--- src/rtl/regfile_wb_arbiter_if.sv ---
// Writeback bus between two requesters (A: ALU, B: load) and the register-file write port.
// The master modport belongs to whoever drives the requests; the slave modport belongs to the arbiter.
interface regfile_wb_arbiter_if #(
  parameter int unsigned DATA_W = 64,
  parameter int unsigned ADDR_W = 5
);
  logic              clear;
  logic              a_valid;
  logic [ADDR_W-1:0] a_reg;
  logic [DATA_W-1:0] a_data;
  logic              a_ready;
  logic              b_valid;
  logic [ADDR_W-1:0] b_reg;
  logic [DATA_W-1:0] b_data;
  logic              b_ready;
  logic              RegWrite;
  logic [ADDR_W-1:0] WriteRegister;
  logic [DATA_W-1:0] WriteData;
  logic              busy;

  modport master (
    output clear, a_valid, a_reg, a_data, b_valid, b_reg, b_data,
    input  a_ready, b_ready, RegWrite, WriteRegister, WriteData, busy
  );

  modport slave (
    input  clear, a_valid, a_reg, a_data, b_valid, b_reg, b_data,
    output a_ready, b_ready, RegWrite, WriteRegister, WriteData, busy
  );
endinterface

--- src/rtl/regfile_wb_arbiter.sv ---
// Sole driver of the register-file write port: a round-robin arbiter for two writeback
// requesters, plus a sweep that zeroes X0..X30 after reset or on a clear pulse.
module regfile_wb_arbiter #(
  parameter int unsigned DATA_W   = 64,
  parameter int unsigned ADDR_W   = 5,
  parameter int unsigned ZERO_REG = 31
) (
  input logic               clk,
  input logic               reset,
  regfile_wb_arbiter_if.slave bus
);

  localparam logic [ADDR_W-1:0] ZeroIdx = ADDR_W'(ZERO_REG);
  localparam logic [ADDR_W-1:0] LastIdx = ADDR_W'(ZERO_REG - 1);

  typedef enum logic [0:0] {StClear, StArb} state_e;

  state_e            state_q;
  logic [ADDR_W-1:0] cnt_q;
  logic              prio_q;  // 0: A wins a tie, 1: B wins a tie
  logic              reg_write_q;
  logic [ADDR_W-1:0] write_register_q;
  logic [DATA_W-1:0] write_data_q;

  logic grant_a;
  logic grant_b;

  always_comb begin
    grant_a = 1'b0;
    grant_b = 1'b0;
    if (state_q == StArb) begin
      grant_a = bus.a_valid && (!bus.b_valid || !prio_q);
      grant_b = bus.b_valid && (!bus.a_valid || prio_q);
    end
  end

  assign bus.a_ready       = grant_a && !bus.clear;
  assign bus.b_ready       = grant_b && !bus.clear;
  assign bus.busy          = (state_q == StClear);
  assign bus.RegWrite      = reg_write_q;
  assign bus.WriteRegister = write_register_q;
  assign bus.WriteData     = write_data_q;

  always_ff @(posedge clk) begin
    if (reset) begin
      state_q          <= StClear;
      cnt_q            <= '0;
      prio_q           <= 1'b0;
      reg_write_q      <= 1'b0;
      write_register_q <= ZeroIdx;
      write_data_q     <= '0;
    end else begin
      unique case (state_q)
        StClear: begin
          if (bus.clear) begin
            // Restart the sweep; this edge issues no write.
            cnt_q       <= '0;
            reg_write_q <= 1'b0;
          end else begin
            reg_write_q      <= 1'b1;
            write_register_q <= cnt_q;
            write_data_q     <= '0;
            cnt_q            <= cnt_q + 1'b1;
            if (cnt_q == LastIdx) state_q <= StArb;
          end
        end
        StArb: begin
          if (bus.clear) begin
            state_q     <= StClear;
            cnt_q       <= '0;
            reg_write_q <= 1'b0;
          end else if (bus.a_ready) begin
            reg_write_q      <= (bus.a_reg != ZeroIdx);
            write_register_q <= bus.a_reg;
            write_data_q     <= bus.a_data;
            prio_q           <= 1'b1;
          end else if (bus.b_ready) begin
            reg_write_q      <= (bus.b_reg != ZeroIdx);
            write_register_q <= bus.b_reg;
            write_data_q     <= bus.b_data;
            prio_q           <= 1'b0;
          end else begin
            reg_write_q <= 1'b0;
          end
        end
      endcase
    end
  end

endmodule

--- src/flat_wrapper.sv ---
// flat-port wrapper written by rule: the top's interface ports become plain ports
module regfile_wb_arbiter_flat 
#(
  parameter int unsigned DATA_W   = 64,
  parameter int unsigned ADDR_W   = 5,
  parameter int unsigned ZERO_REG = 31
)
  (clk, reset, bus_clear, bus_a_valid, bus_a_reg, bus_a_data, bus_b_valid, bus_b_reg, bus_b_data, bus_a_ready, bus_b_ready, bus_RegWrite, bus_WriteRegister, bus_WriteData, bus_busy);
  regfile_wb_arbiter_if #(.DATA_W(DATA_W), .ADDR_W(ADDR_W)) bus_i ();
  input logic clk;
  input logic reset;
  input wire logic [$bits(bus_i.clear)-1:0] bus_clear;
  input wire logic [$bits(bus_i.a_valid)-1:0] bus_a_valid;
  input wire logic [$bits(bus_i.a_reg)-1:0] bus_a_reg;
  input wire logic [$bits(bus_i.a_data)-1:0] bus_a_data;
  input wire logic [$bits(bus_i.b_valid)-1:0] bus_b_valid;
  input wire logic [$bits(bus_i.b_reg)-1:0] bus_b_reg;
  input wire logic [$bits(bus_i.b_data)-1:0] bus_b_data;
  output wire logic [$bits(bus_i.a_ready)-1:0] bus_a_ready;
  output wire logic [$bits(bus_i.b_ready)-1:0] bus_b_ready;
  output wire logic [$bits(bus_i.RegWrite)-1:0] bus_RegWrite;
  output wire logic [$bits(bus_i.WriteRegister)-1:0] bus_WriteRegister;
  output wire logic [$bits(bus_i.WriteData)-1:0] bus_WriteData;
  output wire logic [$bits(bus_i.busy)-1:0] bus_busy;
  assign bus_i.clear = bus_clear;
  assign bus_i.a_valid = bus_a_valid;
  assign bus_i.a_reg = bus_a_reg;
  assign bus_i.a_data = bus_a_data;
  assign bus_i.b_valid = bus_b_valid;
  assign bus_i.b_reg = bus_b_reg;
  assign bus_i.b_data = bus_b_data;
  assign bus_a_ready = bus_i.a_ready;
  assign bus_b_ready = bus_i.b_ready;
  assign bus_RegWrite = bus_i.RegWrite;
  assign bus_WriteRegister = bus_i.WriteRegister;
  assign bus_WriteData = bus_i.WriteData;
  assign bus_busy = bus_i.busy;
  regfile_wb_arbiter #(.DATA_W(DATA_W), .ADDR_W(ADDR_W), .ZERO_REG(ZERO_REG)) u_core (.clk(clk), .reset(reset), .bus(bus_i));
endmodule
--- config.mk ---
export PLATFORM = sky130hd
export DESIGN_NAME = regfile_wb_arbiter_flat
export DESIGN_NICKNAME = d
export VERILOG_FILES = /design/src/rtl/regfile_wb_arbiter_if.sv /design/src/rtl/regfile_wb_arbiter.sv /design/src/flat_wrapper.sv
export SDC_FILE = /design/constraint.sdc
export NUM_CORES = 1
export LEC_CHECK = 0
export ABC_AREA = 0
export BUFFER_PORTS_ARGS = -buffer_cell sky130_fd_sc_hd__buf_2
export CORE_AREA = 2 2 94 96
export CTS_CLUSTER_SIZE = 30
export DETAILED_ROUTE_END_ITERATION = 10
export DIE_AREA = 0 0 96 98
export PLACE_DENSITY = 0.89
export SYNTH_ARGS = -nofsm -noshare
export SYNTH_HDL_FRONTEND = slang
export SYNTH_SLANG_ARGS = --single-unit
--- constraint.sdc ---
create_clock -name clk -period 1.8 [get_ports clk]
set_clock_uncertainty 0.05 [all_clocks]
set_input_delay 0.27 -clock clk [delete_from_list [all_inputs] [get_ports clk]]
set_output_delay 0.27 -clock clk [all_outputs]
set_load 0.005 [all_outputs]
==> results.txt <==
The number of fillers in the final layout came out at 741. The count of buffers added by post-CTS timing repair for setup came out at 0. Of the synthesized area, sequential elements account for 44.2%. The reg-to-reg critical path startpoint is u_core.prio_q.

The initial core utilization is 41.2%. The chip width is 96 um. The number of buffers created by CTS is 9.

The clock sink count is 77. TritonCTS built the clock tree. The final-report max-slew violation count came out at 0.

Broken down by cell family, the worst path's largest delay share belongs to simple AND/OR/NAND/NOR gates. The tool flagged a number of max-cap violations equal to 0. The number of antenna cells inserted is 0. The clock latency at the later pin of the worst-skew pair came out at 0.34 ns. Counting buffers and inverters, the worst setup path is 4 cells deep. The register bit count reported by yosys came out at 77.

The global-route wire length before repair is 15800 um. The critical path ends at bus_b_ready. 216 I/O pins were placed. The measured slew at the worst slew-check pin came out at 0.414 ns. The number of vias per cell after detailed routing came out at 5.19. Counting every instance in the synthesized netlist gives 434. The overall die height came out at 98 um. The H-tree depth is 3. Setup slack on the worst reg-to-reg path comes out at 0.22 ns.

The remaining antenna violation count after routing is 0. The worst-case clock buffer depth is 2. The remaining routing DRC violations came out at 0. The type of origin of the critical path is a flop. STA classifies the critical path endpoint as a primary output.

The count of buffers inserted at the top-level ports is 215. The signal on the critical path passes through nor2b_2 > nand2_1 > nor2_1 > buf_2. Together, buffers and inverters on the worst path number 1. Before antenna repair, the detailed router went through 4 iterations. The per-instance average area after synthesis came out at 8.03 um2.

In this run the worst setup path begins at u_core.state_q. The count of cell types in the netlist is 33. The final cell area excluding filler cells came out at 4760 um2.

The number of hold violations in the final report came out at 0. The data required time of the worst path is 1.48 ns. Derived from the worst setup path, the maximum achievable clock frequency is 0.623 GHz. The area of the placeable core is 8470 um2.

The pin count of the biggest net entering global routing came out at 65. The leakage power of the design came out at 2.32 nW. The number of cells after detailed placement came out at 729. For this run, the post-layout net count is 777. The arrival time reported for the critical path endpoint came out at 1.29 ns. Dividing total power by cell area gives a power density of 704 nW/um2. Overall power consumption after layout is estimated at 3.35 mW. Once placement finished, the instance area stood at 4560 um2. Summed over all layers, the routed wires come to 10100 um. Once the clock tree was built, the resizer swapped 0 gates to a different size. Dividing the detail-routed wire length by the instance count gives 13.6 um. The HPWL after detailed placement is 7360 um. In this run the critical register-to-register path is captured at u_core.bus.RegWrite.

The total of warnings raised by yosys is 0. The peak supply drop came out at 0.000413 V. Hold repair after CTS inserted 0 buffers. The share of the clock period used by the worst path came out at 89.2%. The via count of the first global-routing pass is 3641. The tightest min-delay check is of the in -> reg type. The worst path needs 1.61 ns of the cycle, external delays included. Summing over every cut layer, the via total after detailed routing is 3867.

Setup repair after global routing left no endpoint under its margin. The number of DRC markers in iteration 0 came out at 156. Across every metal layer, demand over resource in global routing totals 20.9%. The finished layout holds 745 standard cells, fillers aside. The routability congestion estimate from global placement is 0.889. After clock tree synthesis, the clock-pin slew on the worst setup and hold paths is 0.08 ns. The setup total negative slack came out at 0 ns.

The largest fanout of any net on the critical path came out at 4. The setup-violating endpoint count in the final report is 0. The area of the die is 9410 um2. The flow ran to the end, and the final reports show no timing, DRC or antenna violations. The critical path is of the reg -> out type.

The site row count is 34. The number of antenna violations at the first check in global routing is 1. The cell sitting at the root of the clock tree is a clkbuf_8. For this run, the slowest stage of the critical path takes 0.35 ns.

In the final layout, the share of cells above drive strength 1 is 39.1%. The number of cells on the worst reg-to-reg path is 5. The post-synth net total is 579. The cell at the slowest stage of the critical path is dfxtp_1. The area growth from synthesis to layout is 36.4%. The leftover overflow at the end of global routing came out at 0. The worst slew margin relative to its limit is 72.4%. The netlist area before placement came out at 3490 um2.
-- synthesized netlist by cell type --
master,number,area [um2]
inv_2,1,3.75
dfxtp_1,77,1540
mux2i_1,4,40.0
o21bai_1,1,7.51
xnor2_1,1,8.76
ha_1,2,25.0
a21boi_2,1,11.3
o211ai_1,1,7.51
xor2_1,3,26.3
and2_1,1,6.26
buf_4,15,113
buf_1,3,11.3
a22oi_1,1,7.51
nor3b_2,1,12.5
nand3_1,3,15.0
buf_6,6,67.6
nand2_1,67,251
a221o_1,1,10.0
a21oi_1,70,350
nand4_1,3,18.8
nor4_1,2,12.5
or2_2,2,12.5
o21ba_2,1,10.0
inv_1,4,15.0
buf_2,12,60.1
nor2b_2,1,8.76
nand2b_1,1,6.26
o32ai_1,4,35.0
o31ai_1,64,480
nor2_1,75,282
nor2b_1,2,12.5
nor3_1,2,10.0
clkbuf_1,2,7.51
-- through the flow --
stage / setup WS [ns] / utilization [%] / hold WS, ns
3_5_place_dp: 0.204 / 53.9 / 0.383
5_1_grt: 0.122 / 56.2 / 0.0858
3_3_place_gp: 0.236 / 53.9 / 0.380
4_1_cts: 0.188 / 56.2 / 0.0775
6_report: 0.195 / 56.2 / 0.112
2_1_floorplan: 0.523 / - / 0.292
-- layout by cell type (no fill, tap or decap), types with 2 or more instances in the layout --
cell type,Yosys,layout
clkinvlp_4,0,2
mux2i_1,4,4
nor2_1,75,75
nor3_1,2,2
inv_1,4,4
or2_2,2,2
buf_12,0,3
xor2_1,3,3
nand4_1,3,3
dfxtp_1,77,77
buf_4,15,7
nor2b_1,2,2
clkinv_2,0,2
nor4_1,2,2
nand3_1,3,3
ha_1,2,2
o31ai_1,64,64
o32ai_1,4,4
nand2_1,67,66
a21oi_1,70,70
buf_2,12,215
clkbuf_8,0,9
-- where the power goes --
part           internal, mW  switching (mW)
logic                 0.177           0.179
registers              1.71         0.00903
clock network         0.638           0.632
total                  2.53           0.820
-- per-layer routing --
| metal | wire length, um | vias up | global-route usage [%] |
|---|---|---|---|
| met1 | 4110 | 1769 | 22.3 |
| met2 | 5100 | 174 | 37.9 |
| met4 | 105 | 2 | 6.70 |
| met3 | 816 | 13 | 6.87 |
| met5 | 13 | - | 0 |
| li1 | - | 1909 | - |
-- cell families (layout without fill, tap and decap cells) --
family / Yosys count / after routing / synth area share [%]
xor+xnor: 4 / 4 / 1.00
simple gates: 160 / 160 / 18.6
mux: 4 / 4 / 1.15
buf+inv: 43 / 246 / 7.97
fa+ha+maj: 2 / 2 / 0.718
compound gates: 144 / 144 / 26.4
flops: 77 / 77 / 44.2
-- layout make-up --
class | instances | area (um2) | area share (%)
multi-input combinational | 314 | 1680 | 35.3
sequential | 77 | 1540 | 32.4
timing repair buffer | 225 | 1190 | 25.0
tap | 108 | 135 | 2.84
clock buffer | 10 | 128 | 2.68
clock inverter | 6 | 63.8 | 1.34
inverter | 5 | 18.8 | 0.395
-- worst register-to-register path: cells and delay by family, from the launching register on --
kind                   cells  cell delay, ns
AND/OR/NAND/NOR            3            0.52
flip-flops                 1            0.42
buffers and inverters      1            0.37
AO/OA/AOI/OAI              1            0.10
-- state kept, by name (all words and copies together), names as in the netlist --
register	count
u_core.cnt_q	5
u_core.bus.WriteData	64
u_core.state_q	1
u_core.bus.WriteRegister	5
u_core.prio_q	1
u_core.bus.RegWrite	1
-- how the worst min path moves through the flow --
stage | slack (ns) | cells after the start | from | to
2_1_floorplan | 0.29 | 1 | reset | u_core.prio_q
3_3_place_gp | 0.38 | 2 | u_core.bus.WriteData[30] | u_core.bus.WriteData[30]
3_5_place_dp | 0.38 | 2 | u_core.bus.WriteData[36] | u_core.bus.WriteData[36]
4_1_cts | 0.08 | 2 | reset | u_core.prio_q
5_1_grt | 0.09 | 2 | reset | u_core.prio_q
6_report | 0.11 | 2 | reset | u_core.prio_q
Note: power is estimated with default switching activity, not from simulation.
